### src/rtl/mem_pkg.sv
// Shared types for the MEM-stage load/store sequencer: load_mode encodings,
// FSM states and default bus widths.
package mem_pkg;

  localparam int DATA_W_DEF = 32;
  localparam int ADDR_W_DEF = 32;

  typedef enum logic [1:0] {
    LM_WORD   = 2'b00,
    LM_HALF_S = 2'b01,
    LM_HALF_U = 2'b10,
    LM_BYTE_S = 2'b11
  } load_mode_e;

  typedef enum logic [1:0] {
    IDLE   = 2'd0,
    ACCESS = 2'd1,
    DONE   = 2'd2
  } state_e;

  function automatic logic is_half(input load_mode_e mode);
    return (mode == LM_HALF_S) || (mode == LM_HALF_U);
  endfunction

endpackage

### src/rtl/load_extender.sv
// Little-endian lane select and sign/zero extension of a loaded bus word.
// Optional LOAD_BYTE_EN makes load_mode 11 a signed byte load; otherwise 11 is a word.
module load_extender
  import mem_pkg::*;
#(
  parameter int DATA_W = DATA_W_DEF
) (
  input  logic [DATA_W-1:0] word_i,
  input  logic [1:0]        addr_lo_i,
  input  load_mode_e        load_mode_i,
  output logic [DATA_W-1:0] data_o
);

  logic [15:0] half;

`ifdef LOAD_BYTE_EN
  logic [7:0] byte_lane;
  always_comb byte_lane = word_i[{addr_lo_i, 3'b000} +: 8];
`else
  // Byte offset only matters for byte loads.
  logic unused_addr_bit;
  assign unused_addr_bit = addr_lo_i[0];
`endif

  // NOTE: every variable gets a default before the case, so no path infers a latch.
  always_comb begin
    half   = word_i[{addr_lo_i[1], 4'b0000} +: 16];
    data_o = word_i;
    case (load_mode_i)
      LM_HALF_S: data_o = {{(DATA_W-16){half[15]}}, half};
      LM_HALF_U: data_o = {{(DATA_W-16){1'b0}}, half};
`ifdef LOAD_BYTE_EN
      LM_BYTE_S: data_o = {{(DATA_W-8){byte_lane[7]}}, byte_lane};
`endif
      default:   data_o = word_i;
    endcase
  end

endmodule

### src/rtl/mem_access_unit.sv
// MEM-stage load/store sequencer: request/ack bus transaction, pipeline stall,
// load extension, alignment fault and timeout. Optional feature macro: LOAD_BYTE_EN.
module mem_access_unit
  import mem_pkg::*;
#(
  parameter int DATA_W         = DATA_W_DEF,
  parameter int ADDR_W         = ADDR_W_DEF,
  parameter int TIMEOUT_CYCLES = 16
) (
  input  logic              clk,
  input  logic              rst,
  input  logic              mem_read,
  input  logic              mem_write,
  input  logic [1:0]        load_mode,
  input  logic [ADDR_W-1:0] addr,
  input  logic [DATA_W-1:0] write_data,
  output logic              bus_req,
  output logic              bus_we,
  output logic [ADDR_W-1:0] bus_addr,
  output logic [DATA_W-1:0] bus_wdata,
  input  logic [DATA_W-1:0] bus_rdata,
  input  logic              bus_ack,
  output logic              stall,
  output logic [DATA_W-1:0] load_data,
  output logic              load_valid,
  output logic              misalign_err,
  output logic              bus_err
);

  localparam int CNT_W = $clog2(TIMEOUT_CYCLES + 2);
  localparam logic [CNT_W-1:0] CNT_LAST = CNT_W'(TIMEOUT_CYCLES > 0 ? TIMEOUT_CYCLES - 1 : 0);

  state_e            state_q, state_d;
  load_mode_e        mode_in, mode_q;
  logic [ADDR_W-1:0] addr_q;
  logic [DATA_W-1:0] wdata_q, load_data_q, ext_data;
  logic [CNT_W-1:0]  cnt_q;
  logic              we_q, bus_req_q, misalign_q, bus_err_q;
  logic              access_req, aligned, start, timeout_hit;

  assign mode_in    = load_mode_e'(load_mode);
  assign access_req = mem_read | mem_write;

  always_comb begin
    aligned = (addr[1:0] == 2'b00);
    if (is_half(mode_in)) aligned = ~addr[0];
`ifdef LOAD_BYTE_EN
    if (mode_in == LM_BYTE_S) aligned = 1'b1;
`endif
  end

  assign start = (state_q == IDLE) && access_req && aligned;

  // Abort fires in the ACCESS cycle that would make the no-ack count reach TIMEOUT_CYCLES.
  assign timeout_hit = (TIMEOUT_CYCLES != 0) && (state_q == ACCESS) && !bus_ack &&
                       (cnt_q == CNT_LAST);

  always_comb begin
    state_d = state_q;
    stall   = 1'b0;
    case (state_q)
      IDLE: begin
        stall = start;
        if (start) state_d = ACCESS;
      end
      ACCESS: begin
        stall = 1'b1;
        if (bus_ack || timeout_hit) state_d = DONE;
      end
      DONE:    state_d = IDLE;
      default: state_d = IDLE;
    endcase
  end

  // NOTE: clocked blocks use non-blocking (<=) only, so every register samples pre-edge values.
  always_ff @(posedge clk) begin
    if (rst) state_q <= IDLE;
    else     state_q <= state_d;
  end

  always_ff @(posedge clk) begin
    if (rst) begin
      // NOTE: the synchronous reset also clears the datapath registers, since bus_addr,
      // bus_wdata and load_data are visible outputs with defined reset values.
      addr_q      <= '0;
      wdata_q     <= '0;
      mode_q      <= LM_WORD;
      we_q        <= 1'b0;
      bus_req_q   <= 1'b0;
      load_data_q <= '0;
      cnt_q       <= '0;
      misalign_q  <= 1'b0;
      bus_err_q   <= 1'b0;
    end else begin
      misalign_q <= (state_q == IDLE) && access_req && !aligned;
      bus_err_q  <= 1'b0;
      case (state_q)
        IDLE: begin
          cnt_q <= '0;
          if (start) begin
            addr_q    <= addr;
            wdata_q   <= write_data;
            mode_q    <= mode_in;
            we_q      <= mem_write;
            bus_req_q <= 1'b1;
          end
        end
        ACCESS: begin
          if (bus_ack) begin
            bus_req_q <= 1'b0;
            if (!we_q) load_data_q <= ext_data;
          end else if (timeout_hit) begin
            bus_req_q   <= 1'b0;
            load_data_q <= '0;
            bus_err_q   <= 1'b1;
          end else begin
            cnt_q <= cnt_q + 1'b1;
          end
        end
        default: ;
      endcase
    end
  end

  load_extender #(.DATA_W(DATA_W)) u_load_extender (
    .word_i      (bus_rdata),
    .addr_lo_i   (addr_q[1:0]),
    .load_mode_i (mode_q),
    .data_o      (ext_data)
  );

  assign bus_req      = bus_req_q;
  assign bus_we       = bus_req_q & we_q;
  assign bus_addr     = {addr_q[ADDR_W-1:2], 2'b00};
  assign bus_wdata    = wdata_q;
  assign load_data    = load_data_q;
  assign load_valid   = (state_q == DONE) && !we_q;
  assign misalign_err = misalign_q;
  assign bus_err      = bus_err_q;

endmodule

### config.mk
export PLATFORM = sky130hd
export DESIGN_NAME = mem_access_unit
export DESIGN_NICKNAME = d
export VERILOG_FILES = /design/src/rtl/mem_pkg.sv /design/src/rtl/load_extender.sv /design/src/rtl/mem_access_unit.sv
export SDC_FILE = /design/constraint.sdc
export NUM_CORES = 1
export LEC_CHECK = 0
export BUFFER_PORTS_ARGS = -buffer_cell sky130_fd_sc_hd__buf_2
export CAP_MARGIN = 40
export CORE_MARGIN = 2
export CORE_UTILIZATION = 49
export DETAILED_ROUTE_END_ITERATION = 12
export GPL_ROUTABILITY_DRIVEN = 0
export GPL_TIMING_DRIVEN = 0
export PLACE_DENSITY = 0.78
export RECOVER_POWER = 25
export SLEW_MARGIN = 5
export SYNTH_ARGS = -nofsm -noshare
export SYNTH_HDL_FRONTEND = slang
export SYNTH_SLANG_ARGS = --single-unit
### constraint.sdc
create_clock -name clk -period 2.2 [get_ports clk]
set_input_delay 0.22 -clock clk [delete_from_list [all_inputs] [get_ports clk]]
set_output_delay 0.22 -clock clk [all_outputs]
set_load 0.005 [all_outputs]
==> results of run 1 <==
[cells in the mapped netlist]
cell	instances	area share [%]
a31oi_1	3	0.37
nor4_1	2	0.25
mux2i_1	82	16
buf_1	1	0.074
a21oi_1	6	0.59
o32ai_2	9	2.9
nor4bb_1	1	0.20
mux2_2	1	0.22
or4_1	1	0.15
nand3_1	20	2.0
o21a_1	1	0.15
clkbuf_1	28	2.1
conb_1	1	0.074
nor3b_1	2	0.30
nand2b_1	20	2.5
nand2_1	157	12
dfxtp_1	108	43
and2_1	1	0.12
nand2b_4	1	0.27
nor3_1	4	0.40
or2_1	2	0.25
and3_1	1	0.12
a2111o_1	1	0.22
o211ai_1	2	0.30
or4b_1	1	0.20
buf_6	6	1.3
nor2_1	4	0.30
buf_2	8	0.79
nor2b_1	1	0.12
ha_1	4	0.99
o21ai_0	2	0.20
o32ai_1	23	4.0
inv_1	21	1.6
o22ai_1	1	0.12
buf_4	34	5.1
a2111oi_4	1	0.55
nand3b_1	1	0.15
o221a_2	1	0.22
xnor2_1	1	0.17
[through the flow]
step	hold slack (ns)	utilization (%)	setup slack (ns)	total power (µW)
2_1_floorplan	0.362	-	0.335	2600
3_3_place_gp	0.441	61.1	0.0700	2870
3_5_place_dp	0.445	61.1	-0.0105	2900
4_1_cts	0.0658	63.3	0.0182	4230
5_1_grt	0.0607	63.0	0.0146	4400
6_report	0.0815	63.0	0.160	4200
[cell type report]
cell class              count  area, µm²  share of cell area (%)
multi-input cells         359       2340                    36.5
flip-flops and latches    108       2160                    33.7
repair buffers            200        971                    15.1
plain buffers              77        477                    7.42
well taps                 136        170                    2.65
clock buffers               9        124                    1.93
clock inverters             6       93.8                    1.46
inverters                  21       78.8                    1.23
[state kept, by name (all words and copies together) (netlist names)]
name          flops
load_data        32
addr_q           31
bus_req           1
bus_err           1
cnt_q             5
misalign_err      1
mode_q            2
bus_wdata        32
state_q           2
we_q              1
[layer usage]
layer / track usage [%] / share of wire (%)
met5: 0 / 0
met4: 8.36 / 2.4
met3: 6.56 / 6.3
met2: 39.4 / 50
met1: 27.9 / 42
[power by group through the flow]
stage,combinational [µW],clock [µW],sequential (µW)
6_report,728,1350,2120
3_3_place_gp,713,0,2160
3_5_place_dp,738,0,2160
5_1_grt,800,1470,2130
4_1_cts,739,1370,2120
2_1_floorplan,441,0,2160
[placed cells by master, fill, tap and decap left out, types with 5 or more instances in the layout]
cell and count:
nand2_1 157, inv_1 21, clkbuf_8 9, buf_4 34, nand2b_1 20, buf_2 183, dfxtp_1 108, nand3_1 20
clkbuf_1 50, o32ai_1 23, o32ai_2 9, mux2i_1 82, buf_6 6, a21oi_1 5
[logic make-up after synthesis]
family | count (synthesis)
multiplexers | 83
AO/OA/AOI/OAI | 50
buffers and inverters | 98
AND/OR/NAND/NOR | 219
adder cells (fa/ha/maj) | 4
flip-flops | 108
XOR/XNOR | 1
other | 1
[worst reg2reg max path, stage by stage, from the launching register on]
cell     delay [ns]
dfxtp_1        0.36
ha_1           0.21
and3_1         0.18
ha_1           0.26
or2_1          0.30
or4_1          0.48
a31oi_1        0.18
[final timing paths]
kind | slack (ns) | cells after the start | end | from
setup reg to reg | 0.16 | 6 | cnt_q[3] | cnt_q[0]
setup / recovery | 0.16 | 6 | cnt_q[3] | cnt_q[0]
hold / removal | 0.08 | 3 | bus_wdata[21] | write_data[21]
hold reg to reg | 0.46 | 2 | addr_q[5] | addr_q[5]
==> results.cfg, run 1 <==
[logic_synthesis]
muxShareOfSynthArea_pct = 16.5
synth_top_family_by_area = simple AND/OR/NAND/NOR gates
synth-seq-area-share_pct = 42.8
synthXorXnorAreaFrac_pct = 0.173
synth_fa_ha_area_share_pct = 0.991
syn_avg_cell_area_um2 = 8.95
yosys_register_bits = 108
synth_warnings = 0
synth-compound-area-share_pct = 9.61
yosys.area_share.simple_pct = 19.0
synth_area_mm2 = 0.00505
synthCells = 564
ys_types = 39

[timing]
worst_pin_slew_ns = 0.618
maxSlewViolCount = 0
rsz0062_at_grt = no
finalSetupViolCount = 0
clock_skew_ns = 0.0202
tns_ns = 0
finalHoldViolations = 0
period_needed_ns = 2.04
relSlewSlack_pct = 58.8
max_freq_mhz = 490
period_share_pct = 92.7

[flow_run]
maxCapViolations = 0

[pwr]
combPwrFrac_pct = 17.3
seq_power_share_pct = 50.5
switching_share_pct = 27.0
peakVddDrop_uv = 321
p_sw_uw = 1130
p_leak_uw = 0.00299
p_clk_share_pct = 32.1
power.density_mw_per_mm2 = 654
internal_power_uw = 3070

[clock_tree]
post_cts_buffers = 0
cts_hold_buf = 0
clockBufferDepth = 2
clock_latency_ns = 0.37
tritoncts = yes
cts_resized = 2
cts-root-buf = clkbuf_8
numCtsBuffers = 9
path_clk_slew_ns = 0.11
htreeDepth = 3
cts.sinks = 108

[final_layout]
fillers = 917
nets = 883
diodes = 0
fin_area_mm2 = 0.00642
area_growth_pct = 27.2
instances_no_fill = 916
layout-drive-gt1-share_pct = 32.7

[place]
io_buffers = 200
placed_area_mm2 = 0.00622
placed_cells = 901
hpwlAfterDp_um = 10200

[drt]
drcViolationCount = 0
routed_wl_um = 13000
antenna_left = 0
dr.pass1.iters = 4
vias = 4587
drtIter0Drc = 168
wl_per_cell_um = 14.2
viasPerCell = 5.01

[setup_path]
crit_buf_inv = 0
critPathLaunchType = flop
crit_required_ns = 2.49
crit_top_cell = ha_1
criticalPathCategory = flop to flop
crit_chain = ha_1 > and3_1 > ha_1 > or2_1 > or4_1 > a31oi_1
arrival_ns = 2.33
slowest_stage = or4_1
max_stage_delay_ns = 0.48
cp_top_family = simple AND/OR/NAND/NOR gates
end_kind = flop
crit_fanout = 7

[worst_hold_path]
hold_path.class = primary input to flop

[global_routing]
grt_pass1_wl_um = 21000
antenna_found_initial = 0
grt_pass1_vias = 4585
grt_usage_pct = 23.1
grt_overflow = 0
grt_max_degree = 19

[floorplan]
die_h_um = 106
initial_utilization_pct = 49.6
dieWidth_um = 106
design.die.area_mm2 = 0.0111
core-area_mm2 = 0.0102
num_rows = 37
pin_count = 205

[outcome]
status = complete, no violations
(Power assumes the default switching activity.)
==> inputs of run 2 (changes only) <==
Settings changed: SETUP_SLACK_MARGIN set to 0.2.
==> results.cfg, run 2 (same netlist as run 1, synthesis figures left out) <==
[outcome]
status = complete, no violations

[timing]
finalWorstSetupSlack_ns = 0.285
finalSetupViolCount = 0
rsz0062_at_grt = no
period_needed_ns = 1.91
worst_hold_slack_ns = 0.0824
max_freq_mhz = 522
finalHoldViolations = 0
clock_skew_ns = 0.0210
period_share_pct = 87.0
maxSlewViolCount = 0
relSlewSlack_pct = 59.1
worst_pin_slew_ns = 0.613

[clock_tree]
cts.sinks = 108
clock_latency_ns = 0.38
htreeDepth = 3
cts-root-buf = clkbuf_8
post_cts_buffers = 0
tritoncts = yes
numCtsBuffers = 9
cts_resized = 6
clockBufferDepth = 2
path_clk_slew_ns = 0.11
cts_hold_buf = 0

[flow_run]
maxCapViolations = 0

[place]
hpwlAfterDp_um = 10200
pre_cts_ws_ns = -0.0105
placed_cells = 901
io_buffers = 200

[floorplan]
design.die.area_mm2 = 0.0111
core-area_mm2 = 0.0102
pin_count = 205
initial_utilization_pct = 49.6
dieWidth_um = 106
num_rows = 37
die_h_um = 106

[final_layout]
final_common_cell = buf_2
diodes = 0
layout_common_cells = 183 x buf_2, 157 x nand2_1, 106 x dfxtp_1
instances_no_fill = 916
area_growth_pct = 28.4
nets = 883
layout-drive-gt1-share_pct = 33.7

[pwr]
power.density_mw_per_mm2 = 649
p_leak_uw = 0.00300
peakVddDrop_uv = 322
p_total_uw = 4210

[drt]
routed_wl_um = 13000
wl_per_cell_um = 14.2
dr.pass1.iters = 4
viasPerCell = 5.03
drtIter0Drc = 178
antenna_left = 0
drcViolationCount = 0
vias = 4606

[setup_path]
crit_fanout = 7
critPathLaunchType = flop
arrival_ns = 2.21
crit_required_ns = 2.50
criticalPathCategory = flop to flop
end_kind = flop

[worst_hold_path]
hold_path.class = primary input to flop

[global_routing]
antenna_found_initial = 0
grt_pass1_vias = 4587
grt_usage_pct = 23.2
grt_max_degree = 19
grt_pass1_wl_um = 21000
grt_overflow = 0
run 2: cell types whose count changed in the layout (fill, tap and decap cells not counted), sizes merged:
cell | previous run | this run
clkbuf | 62 | 60
buf | 224 | 226
run 2: final cells by class:
class	instances	area (µm²)
Buffer	77	487
Clock buffer	9	124
Clock inverter	6	93.8
Fill cell	913	3700
Inverter	21	78.8
Multi-Input combinational cell	359	2390
Sequential cell	108	2160
Tap cell	136	170
Timing Repair Buffer	200	971
run 2: path summary, 6_finish.rpt:
path                  startpoint            end  slack [ns]  cells past startpoint
setup reg to reg        cnt_q[0]       cnt_q[3]        0.29                      6
hold reg to reg        addr_q[5]      addr_q[5]        0.46                      2
setup / recovery        cnt_q[0]       cnt_q[3]        0.29                      6
hold / removal    write_data[19]  bus_wdata[19]        0.08                      3
run 2: per-stage QoR:
stage | cell area (µm²) | TNS, ns | util, %
floorplan | 5050 | 0 | -
global placement | 6220 | 0 | 61.1
detailed placement | 6220 | -0.0227 | 61.1
CTS | 6450 | 0 | 63.4
global route | 6480 | 0 | 63.7
finish | 6480 | 0 | 63.7
run 2: metal layers:
layer	wire length [µm]	vias up	GRT usage [%]
li1	-	2287	-
met2	6490	140	39.4
met1	5470	2153	27.9
met5	0	-	0
met3	775	26	6.56
met4	298	0	8.36
run 2: worst max-delay path: stages (launching register included):
cell	delay, ns
dfxtp_2	0.36
ha_1	0.20
and3_1	0.21
ha_4	0.19
or2_4	0.26
or4_1	0.46
a31oi_1	0.17
run 2: power by group:
group	switching (µW)	total [µW]	leakage, µW	internal [µW]
combinational	377	739	0.00201	362
sequential	59.7	2120	0.000881	2060
clock	701	1350	0.000107	648
total	1140	4210	0.00300	3070
==> inputs of run 3 (changes only) <==
Settings changed: ABC_AREA set to 1, BUFFER_PORTS_ARGS -buffer_cell sky130_fd_sc_hd__buf_2 to unset, DONT_BUFFER_PORTS set to 1, PLACE_DENSITY 0.78 to 0.61.
==> results.cfg, run 3 <==
[pwr]
peakVddDrop_uv = 316
p_total_uw = 4210
power.density_mw_per_mm2 = 696
p_leak_uw = 0.00295
p_clk_share_pct = 29.0
combPwrFrac_pct = 18.8
internal_power_uw = 3010
seq_power_share_pct = 52.2
switching_share_pct = 28.5
p_sw_uw = 1200

[setup_path]
crit_required_ns = 1.98
crit_fanout = 10
critPathLaunchType = flop
rrSetupSlack_ns = 0.38
criticalPathCategory = flop to primary output
end_kind = primary output
arrival_ns = 1.67

[global_routing]
grt_pass1_wl_um = 20900
grt_max_degree = 17
antenna_found_initial = 0
grt_usage_pct = 23.2
grt_pass1_vias = 4357
grt_overflow = 0

[logic_synthesis]
synth_top_area_share_pct = 42.9
synth_area_leaders = dfxtp_1 43%, nor2_1 14%, nand2_1 13%
synth_warnings = 0
ys_types = 25
synth_area_mm2 = 0.00504
yosys_register_bits = 108
yosysMostFrequentCell = nor2_1
synth-main-ff-cell = dfxtp_1
synth_edf_count = 0
async_flop_share_pct = 0
syn_avg_cell_area_um2 = 6.66
synth_top_area_cell = dfxtp_1
synth-seq-area-share_pct = 42.9
synth_commonest_cells = 188 x nor2_1, 180 x nand2_1, 108 x dfxtp_1
synthCells = 756

[final_layout]
area_growth_pct = 20.0
fillers = 960
layout_common_cells = 188 x nor2_1, 180 x nand2_1, 108 x dfxtp_1
diodes = 0
layout-drive-gt1-share_pct = 11.7
nets = 938
final_common_cell = nor2_1

[drt]
drtIter0Drc = 231
wl_per_cell_um = 13.4
routed_wl_um = 13000
drcViolationCount = 0
viasPerCell = 4.74
antenna_left = 0
dr.pass1.iters = 4
vias = 4612

[floorplan]
dieWidth_um = 105
num_rows = 37
pin_count = 205
initial_utilization_pct = 49.7
design.die.area_mm2 = 0.0111
die_h_um = 105
core-area_mm2 = 0.0101

[clock_tree]
htreeDepth = 3
cts-root-buf = clkbuf_8
path_clk_slew_ns = 0.10
tritoncts = yes
cts.sinks = 108
clockBufferDepth = 2
clock_latency_ns = 0.38
numCtsBuffers = 9

[worst_hold_path]
hold_path.class = primary input to flop

[flow_run]
maxCapViolations = 0

[timing]
max_freq_mhz = 529
period_needed_ns = 1.89
period_share_pct = 85.9
maxSlewViolCount = 0
rsz0062_at_grt = no
clock_skew_ns = 0.0128
worst_hold_slack_ns = -0.00312
finalHoldViolations = 1
tns_ns = 0
finalSetupViolCount = 0

[outcome]
violations = hold timing
status = finished with violations

[place]
io_buffers = 0
hpwlAfterDp_um = 9480
-- run 3: per-stage QoR --
stage          cell area [µm²]  setup slack, ns  utilization [%]  cells
6_report                  6040            0.311             59.6    972
5_1_grt                   6040            0.208             59.6    972
4_1_cts                   6040            0.251             59.5    972
3_5_place_dp              5210            0.388             51.4    893
3_3_place_gp              5210            0.467             51.4    893
2_1_floorplan             5040            0.672                -    757
-- run 3: cells by family (layout without fill, tap and decap cells) --
logic type	count (synthesis)	in the layout	share of synthesized area, %
buf+inv	157	236	15.7
compound gates	73	73	7.40
other cells	1	2	0.0744
simple gates	413	413	32.9
flops	108	108	42.9
fa+ha+maj	4	4	0.994
-- run 3: worst paths after layout --
| kind | start | end | depth (start not counted) |
|---|---|---|---|
| max | state_q[1] | stall | 7 |
| min | write_data[22] | bus_wdata[22] | 2 |
| max reg2reg | cnt_q[0] | load_data[6] | 9 |
| min reg2reg | cnt_q[4] | cnt_q[4] | 2 |
-- run 3: layout make-up --
cell class | instances | area [µm²] | share of cell area (%)
Sequential cell | 108 | 2160 | 35.8
Multi-Input combinational cell | 492 | 2100 | 34.7
Timing Repair Buffer | 63 | 631 | 10.4
Buffer | 71 | 468 | 7.74
Inverter | 86 | 323 | 5.34
Tap cell | 136 | 170 | 2.82
Clock buffer | 12 | 145 | 2.40
Clock inverter | 4 | 48.8 | 0.807
-- run 3: what timing repair did --
item / CTS / global route
hold buffers: 63 / 0
gates resized for setup: 0 / 4
setup endpoints to repair: 0 / 5
hold endpoints to repair: 63 / 0
setup buffers: 0 / 0
-- run 3: power groups by stage --
stage	registers (µW)	logic [µW]	clock network, µW
5_1_grt	2210	906	1330
3_3_place_gp	2240	670	0
6_report	2190	790	1220
3_5_place_dp	2240	691	0
2_1_floorplan	2210	569	0
4_1_cts	2200	786	1250
-- run 3: critical path, cell delays in order, from the launching register on --
cell,delay [ns]
dfxtp_1,0.36
inv_2,0.08
nand2_1,0.10
nor2_2,0.19
nand3_4,0.15
buf_6,0.19
buf_6,0.15
nand2_1,0.08
-- run 3: layer usage --
layer,vias up,part of all wire (%),GRT usage [%]
li1,2380,-,-
met1,2049,41,27.2
met2,161,48,39.3
met3,22,8.7,8.04
met4,0,2.3,8.38
met5,-,0,0
